--- config.mk ---
export PLATFORM = sky130hd
export DESIGN_NAME = param_divider
export DESIGN_NICKNAME = d
export VERILOG_FILES = /design/src/rtl/divider_pkg.sv /design/src/rtl/divider_step.sv /design/src/rtl/param_divider.sv
export SDC_FILE = /design/constraint.sdc
export NUM_CORES = 1
export LEC_CHECK = 0
export ABC_AREA = 1
export BUFFER_PORTS_ARGS = -buffer_cell sky130_fd_sc_hd__buf_2
export CAP_MARGIN = 20
export CELL_PAD_IN_SITES_DETAIL_PLACEMENT = 1
export CELL_PAD_IN_SITES_GLOBAL_PLACEMENT = 1
export CORE_MARGIN = 2
export CORE_UTILIZATION = 35
export DETAILED_ROUTE_END_ITERATION = 10
export GPL_TIMING_DRIVEN = 0
export PLACE_DENSITY = 0.75
export RECOVER_POWER = 50
export SLEW_MARGIN = 20
export SYNTH_ARGS = -nofsm -noshare
export SYNTH_HDL_FRONTEND = slang
export SYNTH_HIERARCHICAL = 1
export SYNTH_SLANG_ARGS = --single-unit
export TNS_END_PERCENT = 50
--- constraint.sdc ---
create_clock -name Clk -period 2.3 [get_ports Clk]
set_input_delay 0.345 -clock Clk [delete_from_list [all_inputs] [get_ports Clk]]
set_output_delay 0.345 -clock Clk [all_outputs]
set_load 0.02 [all_outputs]
--- src/rtl/divider_pkg.sv ---
// ---------------------------------------------------------------------------
// divider_pkg
//   Shared types and constants for the parametrised restoring divider.
//   - state_t : control FSM states (IDLE -> CALC -> FIX -> IDLE)
//   - CNT_W   : step-counter width. It is sized for the widest legal operand
//               width (32) so a single package serves every WIDTH instance.
// ---------------------------------------------------------------------------
package divider_pkg;

  localparam int MAX_WIDTH = 32;
  localparam int CNT_W     = $clog2(MAX_WIDTH + 1);

  typedef enum logic [1:0] {
    IDLE = 2'd0,
    CALC = 2'd1,
    FIX  = 2'd2
  } state_t;

endpackage : divider_pkg

--- src/rtl/divider_step.sv ---
// ---------------------------------------------------------------------------
// divider_step
//   One combinational radix-2 restoring step.
//   Ports:
//     rem      in   WIDTH    partial remainder (always < div between steps)
//     dvd_msb  in   1        next dividend bit shifted into the remainder
//     div      in   WIDTH    divisor magnitude
//     rem_next out  WIDTH    partial remainder after this step
//     q_bit    out  1        quotient bit produced by this step
// ---------------------------------------------------------------------------
module divider_step #(
  parameter int WIDTH = 8
) (
  input  logic [WIDTH-1:0] rem,
  input  logic             dvd_msb,
  input  logic [WIDTH-1:0] div,
  output logic [WIDTH-1:0] rem_next,
  output logic             q_bit
);

  // The shifted remainder needs one extra bit; the compare is done at
  // WIDTH+1 bits so it cannot overflow.
  logic [WIDTH:0] rem_sh;
  logic [WIDTH:0] div_ext;

  always_comb begin
    rem_sh  = {rem, dvd_msb};
    div_ext = {1'b0, div};
    q_bit   = (rem_sh >= div_ext);
    // After a successful subtract, or when no subtract happens, the result
    // is below the divisor, so the top bit is always zero and can be dropped.
    rem_next = q_bit ? WIDTH'(rem_sh - div_ext) : rem_sh[WIDTH-1:0];
  end

endmodule : divider_step

--- src/rtl/param_divider.sv ---
// ---------------------------------------------------------------------------
// param_divider
//   Sequential radix-2 restoring divider with signed/unsigned mode,
//   divide-by-zero and signed-overflow flags, and a Start/Done handshake.
//   Ports:
//     Clk          in   1      rising-edge clock
//     Reset_n      in   1      asynchronous active-low reset
//     A            in   WIDTH  dividend, sampled on the accepting edge
//     B            in   WIDTH  divisor, sampled on the accepting edge
//     Signed_Mode  in   1      1 = two's complement operands
//     Start        in   1      request, accepted in IDLE when not busy
//     DQ           out  WIDTH  quotient (held)
//     DR           out  WIDTH  remainder (held)
//     Done         out  1      one-cycle result-valid pulse
//     Busy         out  1      accepting edge through the Done cycle
//     DivZero      out  1      B was zero for the last operation
//     Overflow     out  1      signed MIN / -1 for the last operation
// ---------------------------------------------------------------------------
module param_divider
  import divider_pkg::*;
#(
  parameter int WIDTH = 8
) (
  input  logic             Clk,
  input  logic             Reset_n,
  input  logic [WIDTH-1:0] A,
  input  logic [WIDTH-1:0] B,
  input  logic             Signed_Mode,
  input  logic             Start,
  output logic [WIDTH-1:0] DQ,
  output logic [WIDTH-1:0] DR,
  output logic             Done,
  output logic             Busy,
  output logic             DivZero,
  output logic             Overflow
);

  localparam logic [WIDTH-1:0] MIN_VAL   = {1'b1, {(WIDTH-1){1'b0}}};
  localparam logic [CNT_W-1:0] LAST_STEP = CNT_W'(WIDTH - 1);

  state_t state, state_next;

  // FSM control strobes
  logic accept, step_en, fix_en;

  // Operand decode (combinational, from the live inputs)
  logic             a_neg, b_neg, b_zero, min_by_neg1, special;
  logic [WIDTH-1:0] a_mag, b_mag;

  // Datapath registers
  logic [WIDTH-1:0] dvd;      // dividend bits shift out, quotient bits shift in
  logic [WIDTH-1:0] rem;
  logic [WIDTH-1:0] div_mag;
  logic [CNT_W-1:0] cnt;
  logic             q_neg, r_neg, dz_pend, ov_pend;

  logic [WIDTH-1:0] rem_next;
  logic             q_bit;

  divider_step #(.WIDTH(WIDTH)) u_step (
    .rem      (rem),
    .dvd_msb  (dvd[WIDTH-1]),
    .div      (div_mag),
    .rem_next (rem_next),
    .q_bit    (q_bit)
  );

  always_comb begin
    a_neg       = Signed_Mode & A[WIDTH-1];
    b_neg       = Signed_Mode & B[WIDTH-1];
    // MIN negates to itself, which is exactly its unsigned magnitude.
    a_mag       = a_neg ? -A : A;
    b_mag       = b_neg ? -B : B;
    b_zero      = (B == '0);
    min_by_neg1 = Signed_Mode && (A == MIN_VAL) && (B == '1);
    special     = b_zero | min_by_neg1;
  end

  // ---- FSM: state register ----
  // NOTE: sequential state uses non-blocking assignments so every flop
  // samples the values from before the edge, independent of block order.
  always_ff @(posedge Clk or negedge Reset_n) begin
    if (!Reset_n) state <= IDLE;
    else          state <= state_next;
  end

  // ---- FSM: next-state logic ----
  always_comb begin
    // NOTE: default first, so no path through the case leaves state_next
    // unassigned and no latch is inferred.
    state_next = state;
    case (state)
      IDLE: if (Start && !Busy) state_next = special ? FIX : CALC;
      CALC: if (cnt == LAST_STEP) state_next = FIX;
      FIX:  state_next = IDLE;
      default: state_next = IDLE;
    endcase
  end

  // ---- FSM: output (control strobe) logic ----
  // The Done cycle is already IDLE, but Busy is still high there, so a Start
  // in that cycle is ignored.
  always_comb begin
    accept  = (state == IDLE) && Start && !Busy;
    step_en = (state == CALC);
    fix_en  = (state == FIX);
  end

  // ---- Datapath and registered outputs ----
  // NOTE: the operand and remainder registers are plain flops, not a memory,
  // so they share the async reset and never hold X after reset.
  always_ff @(posedge Clk or negedge Reset_n) begin
    if (!Reset_n) begin
      dvd      <= '0;
      rem      <= '0;
      div_mag  <= '0;
      cnt      <= '0;
      q_neg    <= 1'b0;
      r_neg    <= 1'b0;
      dz_pend  <= 1'b0;
      ov_pend  <= 1'b0;
      DQ       <= '0;
      DR       <= '0;
      Done     <= 1'b0;
      Busy     <= 1'b0;
      DivZero  <= 1'b0;
      Overflow <= 1'b0;
    end else begin
      Done <= fix_en;
      if (Done) Busy <= 1'b0;

      if (accept) begin
        // Special cases keep the raw dividend: B==0 reports it as DR.
        dvd      <= special ? A : a_mag;
        rem      <= '0;
        div_mag  <= b_mag;
        cnt      <= '0;
        q_neg    <= a_neg ^ b_neg;
        r_neg    <= a_neg;
        dz_pend  <= b_zero;
        ov_pend  <= min_by_neg1;
        DivZero  <= 1'b0;
        Overflow <= 1'b0;
        Busy     <= 1'b1;
      end else if (step_en) begin
        dvd <= {dvd[WIDTH-2:0], q_bit};
        rem <= rem_next;
        cnt <= cnt + 1'b1;
      end else if (fix_en) begin
        if (dz_pend) begin
          DQ      <= '1;
          DR      <= dvd;
          DivZero <= 1'b1;
        end else if (ov_pend) begin
          DQ       <= MIN_VAL;
          DR       <= '0;
          Overflow <= 1'b1;
        end else begin
          // Truncating division: quotient sign from the operand signs,
          // remainder takes the dividend's sign.
          DQ <= q_neg ? -dvd : dvd;
          DR <= r_neg ? -rem : rem;
        end
      end
    end
  end

endmodule : param_divider
==> results.md <==
- Outcome: finished, final reports clean
- DRT antenna net count: 0
- Pleak: 2.24 nW
- Via density per instance: 5.02
- Clock sink total: 56
- Critical Path Start Type: flip-flop
- Highest clock rate: 491 MHz
- # Post-CTS Setup Buffers: 0
- Crit end category: flip-flop
- Layout Skew: 0.0136 ns
- Combinational Power Share: 0.602
- Worst flop-to-flop path startpoint: dvd[7]$_DFFE_PN0P_
- Initial standard-cell utilization of the core: 0.359
- Area share of the largest cell type after synthesis: 0.360
- Root buffer cell: clkbuf_8
- Layout area overhead: 12.2%
- Gate count after technology mapping: 524
- Die boundary height: 109 microns
- Switching power total: 3.24 mW
- Share of flip-flops with an asynchronous set or reset: 1.00
- Count of flip-flops with a built-in enable after synthesis: 0
- Setup violators final: 0
- Die Footprint: 12000 sq um
- Worst Path Max Fanout: 6
- Total of max-cap violations: 0
- Classification of the worst setup path: flip-flop to flip-flop
- Tightest slew margin relative to the limit: 0.0624
- Worst-case vdd ir drop: 0.000453 V
- HPWL reported at the end of detailed placement: 8.36 mm
- Total overflow reported by the global router: 0
- Leading register cell type out of synthesis: dfrtp_1
- Horiz. Die Dim: 109 microns
- Total global routing track utilization: 0.190
- Clock latency on the worst-skew pair: 0.32 ns
- Xor and xnor area share after synthesis: 0.0315
- # placed instances: 703
- Portion of the post-synthesis area used by sequential elements: 0.360
- Clock-pin slew on the worst setup and hold paths: 0.11 ns
- Placeable core region: 10800 sq um
- Detailed-routing iteration count for the pre-antenna-repair pass: 4
- Final non-filler cell total: 711
- Signal arrival time at the worst endpoint: 2.28 ns
- Top post-synthesis cells by count: nand2_1, inv_1, dfrtp_1
- Wire length of the first global-routing pass: 18.2 mm
- Sequential fraction of design power: 0.292
- Routability congestion estimate: 0.839
- WL per Instance: 14.7 microns
- Fraction of layout instances using a drive strength above 1: 0.172
- Hold-fix buffers at CTS: 0
- Share of cell area taken by muxes after synthesis: 0
- Compound-cell area share of the yosys netlist: 0.124
- Yosys warning total: 6
- Number of antenna violations at the first check in global routing: 0
- Detailed Route WL: 10.4 mm
- Fin. Hold Viols: 0
- Combinational family with the most area after synthesis: simple AND/OR/NAND/NOR gates
- Num ports: 40
- HP Start: A[7]
- Port-buffer cells: 39
- Data required, critical path: 2.54 ns
- Maximum count of clock buffers along a single path: 2
- Switching Fraction: 0.506
- Vias in the first global route: 3672
- Worst-margin pin slew: 1.41 ns
- Power density of the placed cells: 1470 nW/um^2
- RSZ-0062 raised after global routing: false
- Post-synth net total: 559
- Most frequent cell after synthesis: nand2_1
- Area share of and/or/nand/nor cells after synthesis: 0.335
- Total internal power: 3.16 mW
- Diode insertion count for antenna repair: 0
- Mean instance size in the synthesized netlist: 7.42 sq um
- Adder and majority gate portion of the synthesized area: 0.0502
- Count of routing violations after the opening detailed-route iteration: 144
- Fraction of power consumed by the clock network: 0.106
- Clock period minus worst slack: 2.04 ns
- Worst hold path class: input pin to flip-flop
- DRC violations left: 0
- Max-slew violations: 0
- Unique masters post-synth: 43
- Total negative setup slack: 0 ns
- Number of cell rows: 38
- Resized Gates After CTS: 0
- Pin count of the biggest net entering global routing: 57
- Via count: 3572
- Dominant cell type by area after synthesis: dfrtp_1
- Area of the mapped netlist: 3890 sq um
- FF+latch count, synth: 56
- Clock tree from TritonCTS: built
- Top area cells in the synthesized netlist: dfrtp_1, nand2_1, inv_1
- TritonCTS buffer count: 5
- Period utilization: 0.886
- Number of levels the H-tree was split into: 2
- Start point of the critical path: dvd[7]$_DFFE_PN0P_
- Number of nets in the final layout: 605
==> flip-flops by register name (all words and copies together), names as in the netlist <==
register / count
Overflow: 1
dvd: 8
cnt: 6
Busy: 1
DQ: 8
ov_pend: 1
dz_pend: 1
div_mag: 8
DivZero: 1
rem: 8
r_neg: 1
state: 2
q_neg: 1
Done: 1
DR: 8
==> cell families after synthesis <==
kind of cell / Yosys count
XOR/XNOR: 14
AO/OA/AOI/OAI: 88
adder cells (fa/ha/maj): 15
AND/OR/NAND/NOR: 263
flip-flops: 56
buffers and inverters: 88
==> per-layer routing <==
metal	vias to the layer above	share of wire	GRT usage
met5	-	0	0
met3	6	0.026	0.0166
met2	52	0.47	0.315
met1	1728	0.49	0.271
met4	0	0.0087	0.0353
li1	1786	-	-
==> power by group through the flow <==
stage          Combinational (mW)  Sequential (mW)  Clock, mW
2_1_floorplan                2.78             1.96          0
3_3_place_gp                 3.72             1.87          0
3_5_place_dp                 3.88             1.89          0
4_1_cts                      3.91             1.87      0.703
5_1_grt                      4.37             1.94      0.740
6_report                     3.85             1.87      0.679
==> worst max-delay path, stage by stage (launching register included) <==
cell	delay, ns
dfrtp_1	0.52
inv_1	0.08
ha_1	0.23
fa_1	0.42
inv_1	0.09
nand3_1	0.07
nand3_1	0.10
xor2_1	0.20
nand2_2	0.07
nand2_1	0.06
nand2_1	0.05
o21ai_0	0.07
==> layout by cell type (no fill, tap or decap), types with 2 or more instances in the layout <==
master | Yosys | routed
o211ai_1 | 2 | 2
nand3_1 | 44 | 44
a31oi_1 | 2 | 2
dfrtp_1 | 56 | 56
ha_1 | 14 | 14
buf_6 | 4 | 4
xor2_1 | 12 | 12
buf_4 | 3 | 3
clkbuf_8 | 0 | 5
clkinv_1 | 2 | 2
clkbuf_1 | 0 | 10
inv_2 | 8 | 8
nand2_8 | 2 | 2
a21oi_1 | 27 | 27
nand2_4 | 3 | 3
inv_1 | 67 | 67
o22ai_1 | 5 | 5
o221ai_1 | 2 | 2
buf_2 | 2 | 30
a21boi_0 | 3 | 3
nand3_2 | 3 | 3
nand2_2 | 14 | 14
nor3_1 | 2 | 2
nand2_1 | 134 | 134
nor2_2 | 6 | 6
xnor2_1 | 2 | 2
nor2_1 | 34 | 34
o21ai_0 | 37 | 37
o21ai_1 | 6 | 6
nor2_4 | 6 | 6
nand4_1 | 8 | 8
==> cell type report <==
cell class / count / area [sq um]
multi-input combinational: 380 / 2100
inverter: 79 / 304
clock buffer: 5 / 68.8
buffer: 9 / 76.3
tap: 140 / 175
timing repair buffer: 39 / 184
sequential: 56 / 1400
clock inverter: 3 / 46.3
fill: 1407 / 6480
==> path summary, 6_finish.rpt <==
path | depth (start not counted) | to | slack, ns
max | 11 | rem[4]$_DFFE_PN0P_ | 0.26
min | 3 | dvd[7]$_DFFE_PN0P_ | 0.33
max reg2reg | 11 | rem[4]$_DFFE_PN0P_ | 0.26
min reg2reg | 2 | DivZero$_DFFE_PN0P_ | 0.49
max in group asynchronous | 1 | Done$_DFF_PN0_ | 1.12
min in group asynchronous | 1 | DQ[0]$_DFFE_PN0P_ | 0.34
==> stage by stage <==
stage / power [mW] / hold WS [ns] / worst slack [ns] / instance area, sq um / util
floorplan: 4.74 / 0.0494 / 0.608 / 3890 / -
global placement: 5.58 / 0.461 / 0.373 / 4260 / 0.393
detailed placement: 5.77 / 0.452 / 0.309 / 4260 / 0.393
CTS: 6.48 / 0.0962 / 0.254 / 4380 / 0.404
global route: 7.05 / 0.336 / 0.0545 / 4360 / 0.402
finish: 6.40 / 0.330 / 0.262 / 4360 / 0.402
(Power assumes the default switching activity.)
